===== config.mk =====
export PLATFORM = sky130hd
export DESIGN_NAME = lutram_march_ctrl_flat
export DESIGN_NICKNAME = d
export VERILOG_FILES = /design/src/rtl/lutram_march_if.sv /design/src/rtl/lutram_march.sv /design/src/flat_wrapper.sv
export SDC_FILE = /design/constraint.sdc
export NUM_CORES = 1
export LEC_CHECK = 0
export ABC_AREA = 1
export CELL_PAD_IN_SITES_DETAIL_PLACEMENT = 1
export CELL_PAD_IN_SITES_GLOBAL_PLACEMENT = 2
export CORE_MARGIN = 3
export CORE_UTILIZATION = 25
export CTS_BUF_LIST = sky130_fd_sc_hd__clkbuf_8
export DETAILED_ROUTE_END_ITERATION = 10
export GPL_TIMING_DRIVEN = 0
export PLACE_DENSITY_LB_ADDON = 0.12
export SYNTH_ARGS = -nofsm -noshare
export SYNTH_HDL_FRONTEND = slang
export SYNTH_SLANG_ARGS = --single-unit

===== constraint.sdc =====
create_clock -name clk -period 1.4 [get_ports clk]
set_input_delay 0.28 -clock clk [delete_from_list [all_inputs] [get_ports clk]]
set_output_delay 0.28 -clock clk [all_outputs]
set_load 0.03 [all_outputs]

===== src/rtl/lutram_march_if.sv =====
// Bus between the march sequencer and the LUTRAM under test, plus the
// control/status lines of the sequencer.
interface lutram_march_if #(
    parameter int A_WIDTH = 6,
    parameter int ERR_W   = 8
);
    logic               step;
    logic               start;
    logic [A_WIDTH-1:0] ram_a;
    logic               ram_d;
    logic               ram_we;
    logic               ram_q;
    logic               busy;
    logic               done;
    logic               pass;
    logic [ERR_W-1:0]   err_cnt;
    logic [A_WIDTH-1:0] first_err_addr;
    logic               first_err_pass;

    modport master (
        input  step, start, ram_q,
        output ram_a, ram_d, ram_we, busy, done, pass,
               err_cnt, first_err_addr, first_err_pass
    );

    modport slave (
        output step, start, ram_q,
        input  ram_a, ram_d, ram_we, busy, done, pass,
               err_cnt, first_err_addr, first_err_pass
    );
endinterface


===== src/rtl/lutram_march.sv =====
// Checkerboard march sequencer for a single-port async-read LUTRAM: clear,
// then write/read a checkerboard and its inverse, one RAM access per step.
module lutram_march_ctrl #(
    parameter int A_WIDTH = 6,
    parameter int ERR_W   = 8
) (
    input  logic           clk,
    input  logic           rst,
    lutram_march_if.master bus
);
    typedef enum logic [2:0] {
        IDLE  = 3'd0,
        CLEAR = 3'd1,
        WRITE = 3'd2,
        READ  = 3'd3,
        DONE  = 3'd4
    } state_t;

    state_t             state, state_n;
    logic [A_WIDTH-1:0] addr, addr_n;
    logic [A_WIDTH-1:0] fe_addr, fe_addr_n;
    logic               ph, ph_n;
    logic               fe_pass, fe_pass_n;
    logic               seen, seen_n;
    logic [ERR_W-1:0]   err, err_n;
    logic               we, wd;
    logic               exp_bit, last;

    assign exp_bit = addr[0] ^ ph;
    assign last    = &addr;

    always_ff @(posedge clk) begin
        if (rst) begin
            state   <= IDLE;
            addr    <= '0;
            ph      <= 1'b0;
            err     <= '0;
            fe_addr <= '0;
            fe_pass <= 1'b0;
            seen    <= 1'b0;
        end else begin
            state   <= state_n;
            addr    <= addr_n;
            ph      <= ph_n;
            err     <= err_n;
            fe_addr <= fe_addr_n;
            fe_pass <= fe_pass_n;
            seen    <= seen_n;
        end
    end

    always_comb begin
        state_n   = state;
        addr_n    = addr;
        ph_n      = ph;
        err_n     = err;
        fe_addr_n = fe_addr;
        fe_pass_n = fe_pass;
        seen_n    = seen;
        we        = 1'b0;
        wd        = 1'b0;
        case (state)
            IDLE, DONE: begin
                if (bus.start) begin
                    state_n   = CLEAR;
                    addr_n    = '0;
                    ph_n      = 1'b0;
                    err_n     = '0;
                    fe_addr_n = '0;
                    fe_pass_n = 1'b0;
                    seen_n    = 1'b0;
                end
            end
            CLEAR: begin
                we = bus.step;
                if (bus.step) begin
                    addr_n = addr + 1'b1;
                    if (last) state_n = WRITE;
                end
            end
            WRITE: begin
                we = bus.step;
                wd = exp_bit;
                if (bus.step) begin
                    addr_n = addr + 1'b1;
                    if (last) state_n = READ;
                end
            end
            READ: begin
                if (bus.step) begin
                    addr_n = addr + 1'b1;
                    if (bus.ram_q != exp_bit) begin
                        if (err != '1) err_n = err + 1'b1;
                        if (!seen) begin
                            fe_addr_n = addr;
                            fe_pass_n = ph;
                            seen_n    = 1'b1;
                        end
                    end
                    // End of a read sweep: second pass of writes, or finish.
                    if (last) begin
                        if (ph) begin
                            state_n = DONE;
                        end else begin
                            state_n = WRITE;
                            ph_n    = 1'b1;
                        end
                    end
                end
            end
            default: state_n = IDLE;
        endcase
    end

    assign bus.ram_a          = addr;
    assign bus.ram_we         = we;
    assign bus.ram_d          = wd;
    assign bus.busy           = (state == CLEAR) || (state == WRITE) || (state == READ);
    assign bus.done           = (state == DONE);
    assign bus.pass           = (state == DONE) && (err == '0);
    assign bus.err_cnt        = err;
    assign bus.first_err_addr = fe_addr;
    assign bus.first_err_pass = fe_pass;
endmodule


===== src/flat_wrapper.sv =====
// flat-port wrapper written by rule: the top's interface ports become plain ports
module lutram_march_ctrl_flat 
#(
    parameter int A_WIDTH = 6,
    parameter int ERR_W   = 8
)
  (clk, rst, bus_step, bus_start, bus_ram_q, bus_ram_a, bus_ram_d, bus_ram_we, bus_busy, bus_done, bus_pass, bus_err_cnt, bus_first_err_addr, bus_first_err_pass);
  lutram_march_if #(.A_WIDTH(A_WIDTH), .ERR_W(ERR_W)) bus_i ();
  input  logic clk;
  input  logic rst;
  input wire logic [$bits(bus_i.step)-1:0] bus_step;
  input wire logic [$bits(bus_i.start)-1:0] bus_start;
  input wire logic [$bits(bus_i.ram_q)-1:0] bus_ram_q;
  output wire logic [$bits(bus_i.ram_a)-1:0] bus_ram_a;
  output wire logic [$bits(bus_i.ram_d)-1:0] bus_ram_d;
  output wire logic [$bits(bus_i.ram_we)-1:0] bus_ram_we;
  output wire logic [$bits(bus_i.busy)-1:0] bus_busy;
  output wire logic [$bits(bus_i.done)-1:0] bus_done;
  output wire logic [$bits(bus_i.pass)-1:0] bus_pass;
  output wire logic [$bits(bus_i.err_cnt)-1:0] bus_err_cnt;
  output wire logic [$bits(bus_i.first_err_addr)-1:0] bus_first_err_addr;
  output wire logic [$bits(bus_i.first_err_pass)-1:0] bus_first_err_pass;
  assign bus_i.step = bus_step;
  assign bus_i.start = bus_start;
  assign bus_i.ram_q = bus_ram_q;
  assign bus_ram_a = bus_i.ram_a;
  assign bus_ram_d = bus_i.ram_d;
  assign bus_ram_we = bus_i.ram_we;
  assign bus_busy = bus_i.busy;
  assign bus_done = bus_i.done;
  assign bus_pass = bus_i.pass;
  assign bus_err_cnt = bus_i.err_cnt;
  assign bus_first_err_addr = bus_i.first_err_addr;
  assign bus_first_err_pass = bus_i.first_err_pass;
  lutram_march_ctrl #(.A_WIDTH(A_WIDTH), .ERR_W(ERR_W)) u_core (.clk(clk), .rst(rst), .bus(bus_i));
endmodule

==> metrics <==
number of antenna diodes 0; critical-path cell with the highest stage delay sky130_fd_sc_hd__dfxtp_4; sink count of the clock tree 26; post-DP HPWL roughly 3400 µm; critical path peak fanout 7; pre-CTS setup slack -0.622 ns; All-Layer GR Usage 0.150; Final nets roughly 320; top cell type's share of synthesized area 0.335; critical path capture point type output port; cell with the most instances after synthesis sky130_fd_sc_hd__nand2_1; type of the tightest min-delay check reg -> reg; vias after detailed routing between 1,500 and 2,000; max-slew violation total from the final report 0; worst hold slack after final layout between 0.5 and 0.6 ns; count of mapped cells out of synthesis roughly 250; maximum clock rate between 500 and 600 MHz; port bufs 30; number of synthesized register bits 26; required arrival time at the worst endpoint about 1.1 ns; Final Setup Violations 16; Worst Clk Skew 0.00547 ns; later-pin clock latency in the skew report around 0.28 ns; wire length of the first global-routing pass 8930 µm; count of buffering cells on the critical path with inverters included 1; number of enable-type register cells in the synthesized netlist 0; sum of overflow across all layers after global routing 0; # Max-Cap Violations 0; initial antenna violation count 0; maximum cell stage delay along the critical path 0.39 ns; TritonCTS clock tree done; violated checks setup timing; async set or reset register ratio after synthesis 0; cell area after technology mapping between 0.0015 and 0.002 mm²; proportion of power drawn by flip-flops and latches 0.227; number of global-route vias before repair 1,775; leakage power summed over all cells roughly 1.2 nW; design area 0.00282 mm²; portion of the post-synthesis area used by sequential elements 0.335; number of placed instances with taps included about 350; switching share of total power 0.451; cell area reported after detailed placement ~0.0020 mm²; Post-synth top cells 65 x sky130_fd_sc_hd__nand2_1, 42 x sky130_fd_sc_hd__inv_1, 29 x sky130_fd_sc_hd__nor2_1, 26 x sky130_fd_sc_hd__dfxtp_1, 22 x sky130_fd_sc_hd__a21oi_1; P&R area growth vs syn 81.5%; cell family contributing the most delay on the critical path simple AND/OR/NAND/NOR gates; share of power burned in the clock network 0.150; Starting DRT DRC Count 52; endpoints failing hold 0; routed wirelength normalized by instance count 14.1 µm; result of the run finished with violations; period utilisation layout 1.22; type of the setup path with the least slack reg -> out; DIE AREA slightly above 0.007 mm²; internal power roughly 2.4 mW; category of the worst setup path launch point flip-flop; die boundary width around 85 µm; RSZ-0062 raised after global routing true; Synth Warn # 0; number of buffers created by CTS 3; number of detailed-routing iterations run before antenna repair 4; Routed Antenna Nets 0; Worst Tran Pin Value about 0.59 ns; post-synthesis area per instance 6.31 µm²; most used flip-flop cell after synthesis sky130_fd_sc_hd__dfxtp_1; Max-slew headroom 0.606; Fill cells about 750; clock root cell sky130_fd_sc_hd__clkbuf_8; Placement Rows 28; total power consumption of the routed design between 4 and 5 mW; Die Y about 85 µm; CTS HTree Levels 1; worst path cell trace nor4_2 -> nand4_1 -> nor3_4 -> buf_6; Power Dens Cells between 1500 and 2000 mW/mm²; Max rail drop VDD 883 µV; number of buffers inserted for hold repair after clock tree synthesis 0; final cell count without fillers slightly below 400; Avg Vias per Cell approximately 4.6; final setup slack of the worst path -0.311 ns; number of placed I/O pins 31; share of layout cells above drive strength 1 0.479; proportion of power drawn by combinational gates 0.623; routability-driven placement congestion ratio between 0.7 and 0.8; signal arrival time at the worst endpoint between 1 and 1.5 ns; pin count of the biggest net entering global routing 16; top area cells in the synthesized netlist sky130_fd_sc_hd__dfxtp_1 34%, sky130_fd_sc_hd__nand2_1 16%, sky130_fd_sc_hd__inv_1 10%; unique cell type count in the Yosys netlist 27; synthesized net count about 250; P_sw roughly 2.0 mW; total wirelength of the detailed-routed design 5510 µm; minimum period implied by the final worst setup slack between 1.5 and 2 ns; number of remaining DRC errors 0; Core Region just under 0.006 mm²; CTS clock-pin slew for the worst setup and hold paths approximately 0.10 ns; buffer depth of the longest clock path 2; largest area contributor in the netlist sky130_fd_sc_hd__dfxtp_1; starting density of the core 0.261
[area by class of cell]
cell class / count / area [µm²] / area share
buffer: 4 / 35.0 / 0.0124
tap: 75 / 93.8 / 0.0333
timing repair buffer: 64 / 599 / 0.213
clock buffer: 3 / 41.3 / 0.0147
inverter: 45 / 206 / 0.0733
sequential: 26 / 563 / 0.200
multi-input combinational: 171 / 1240 / 0.442
timing repair inverter: 1 / 3.75 / 0.00133
clock inverter: 1 / 30.0 / 0.0107
[layout by cell type (no fill, tap or decap), drive strengths merged]
cell type      Yosys  layout
a21oi             22      22
buf                2      42
ha                 3       3
nor3b              2       2
dlymetal6s2s       0       1
clkinv             0       1
clkdlybuf4s50      0       3
dfxtp             26      26
nand4              5       5
inv               45      45
and3               1       1
nand2             69      69
bufinv             0       1
clkbuf             2       7
a2111oi            1       1
clkdlybuf4s15      0       6
nor4               1       1
nand3             24      24
dlygate4sd2        0      12
nor2              32      32
a211oi             2       2
nor3               2       2
xnor2              1       1
o21ai              6       6
[per-layer routing]
layer | wire, µm | track usage | share of wire
met4 | 85 | 0.0273 | 0.015
met2 | 2780 | 0.248 | 0.50
met1 | 2490 | 0.209 | 0.45
met5 | 0 | 0 | 0
met3 | 149 | 0.0252 | 0.027
[power groups by stage]
stage / Clock, mW / Sequential [mW] / Combinational (mW)
CTS: 0.688 / 0.966 / 2.12
floorplan: 0 / 1.12 / 0.974
detailed placement: 0 / 0.980 / 1.62
finish: 0.653 / 0.988 / 2.71
global placement: 0 / 0.973 / 1.61
global route: 0.704 / 1.01 / 2.93
[worst reg2reg max path, cell delays in order (launching register included)]
cell	delay (ns)
sky130_fd_sc_hd__dfxtp_4	0.40
sky130_fd_sc_hd__buf_6	0.11
sky130_fd_sc_hd__buf_6	0.10
sky130_fd_sc_hd__ha_4	0.14
sky130_fd_sc_hd__nand3_4	0.09
sky130_fd_sc_hd__nor2_4	0.13
sky130_fd_sc_hd__nand2_2	0.08
sky130_fd_sc_hd__nand2_4	0.10
sky130_fd_sc_hd__nand2_4	0.05
sky130_fd_sc_hd__nand2_1	0.06
sky130_fd_sc_hd__a21oi_1	0.06
[final timing paths]
path,start,endpoint,slack (ns),cells past startpoint
worst max-delay path,u_core.bus.err_cnt[3],bus_pass,-0.31,4
worst min-delay path,u_core.bus.err_cnt[7],u_core.bus.err_cnt[7],0.52,2
worst max register to register,u_core.bus.ram_a[0],u_core.state[1],-0.05,10
worst min register to register,u_core.bus.err_cnt[7],u_core.bus.err_cnt[7],0.52,2
[flip-flops by register name, indices dropped and copies added, names as in the netlist]
signal / flops
u_core.state: 3
u_core.bus.ram_a: 6
u_core.bus.err_cnt: 8
u_core.seen: 1
u_core.bus.first_err_addr: 6
u_core.ph: 1
u_core.bus.first_err_pass: 1
[cells by family after synthesis]
kind of cell             count (synthesis)  synth area share
AO/OA/AOI/OAI                           31             0.106
adder cells (fa/ha/maj)                  3            0.0242
flip-flops                              26             0.335
XOR/XNOR                                 1           0.00564
buffers and inverters                   49             0.125
AND/OR/NAND/NOR                        136             0.405
[per-stage QoR]
step	util	TNS [ns]
after floorplan	-	-0.109
after global placement	0.344	-9.21
after detailed placement	0.344	-9.71
after CTS	0.417	-0.990
after global routing	0.473	-2.99
final	0.473	-1.11
[timing repair]
| action | in CTS | in global routing |
|---|---|---|
| gates resized for setup | 115 | 83 |
| buffers inserted | 24 | 13 |
| endpoints found under the setup margin | 50 | 35 |
| gates cloned | 1 | 0 |
| pin swaps | 17 | 36 |
| hold endpoints to repair | 0 | 0 |
No activity file was read; power rests on OpenSTA's default activity.
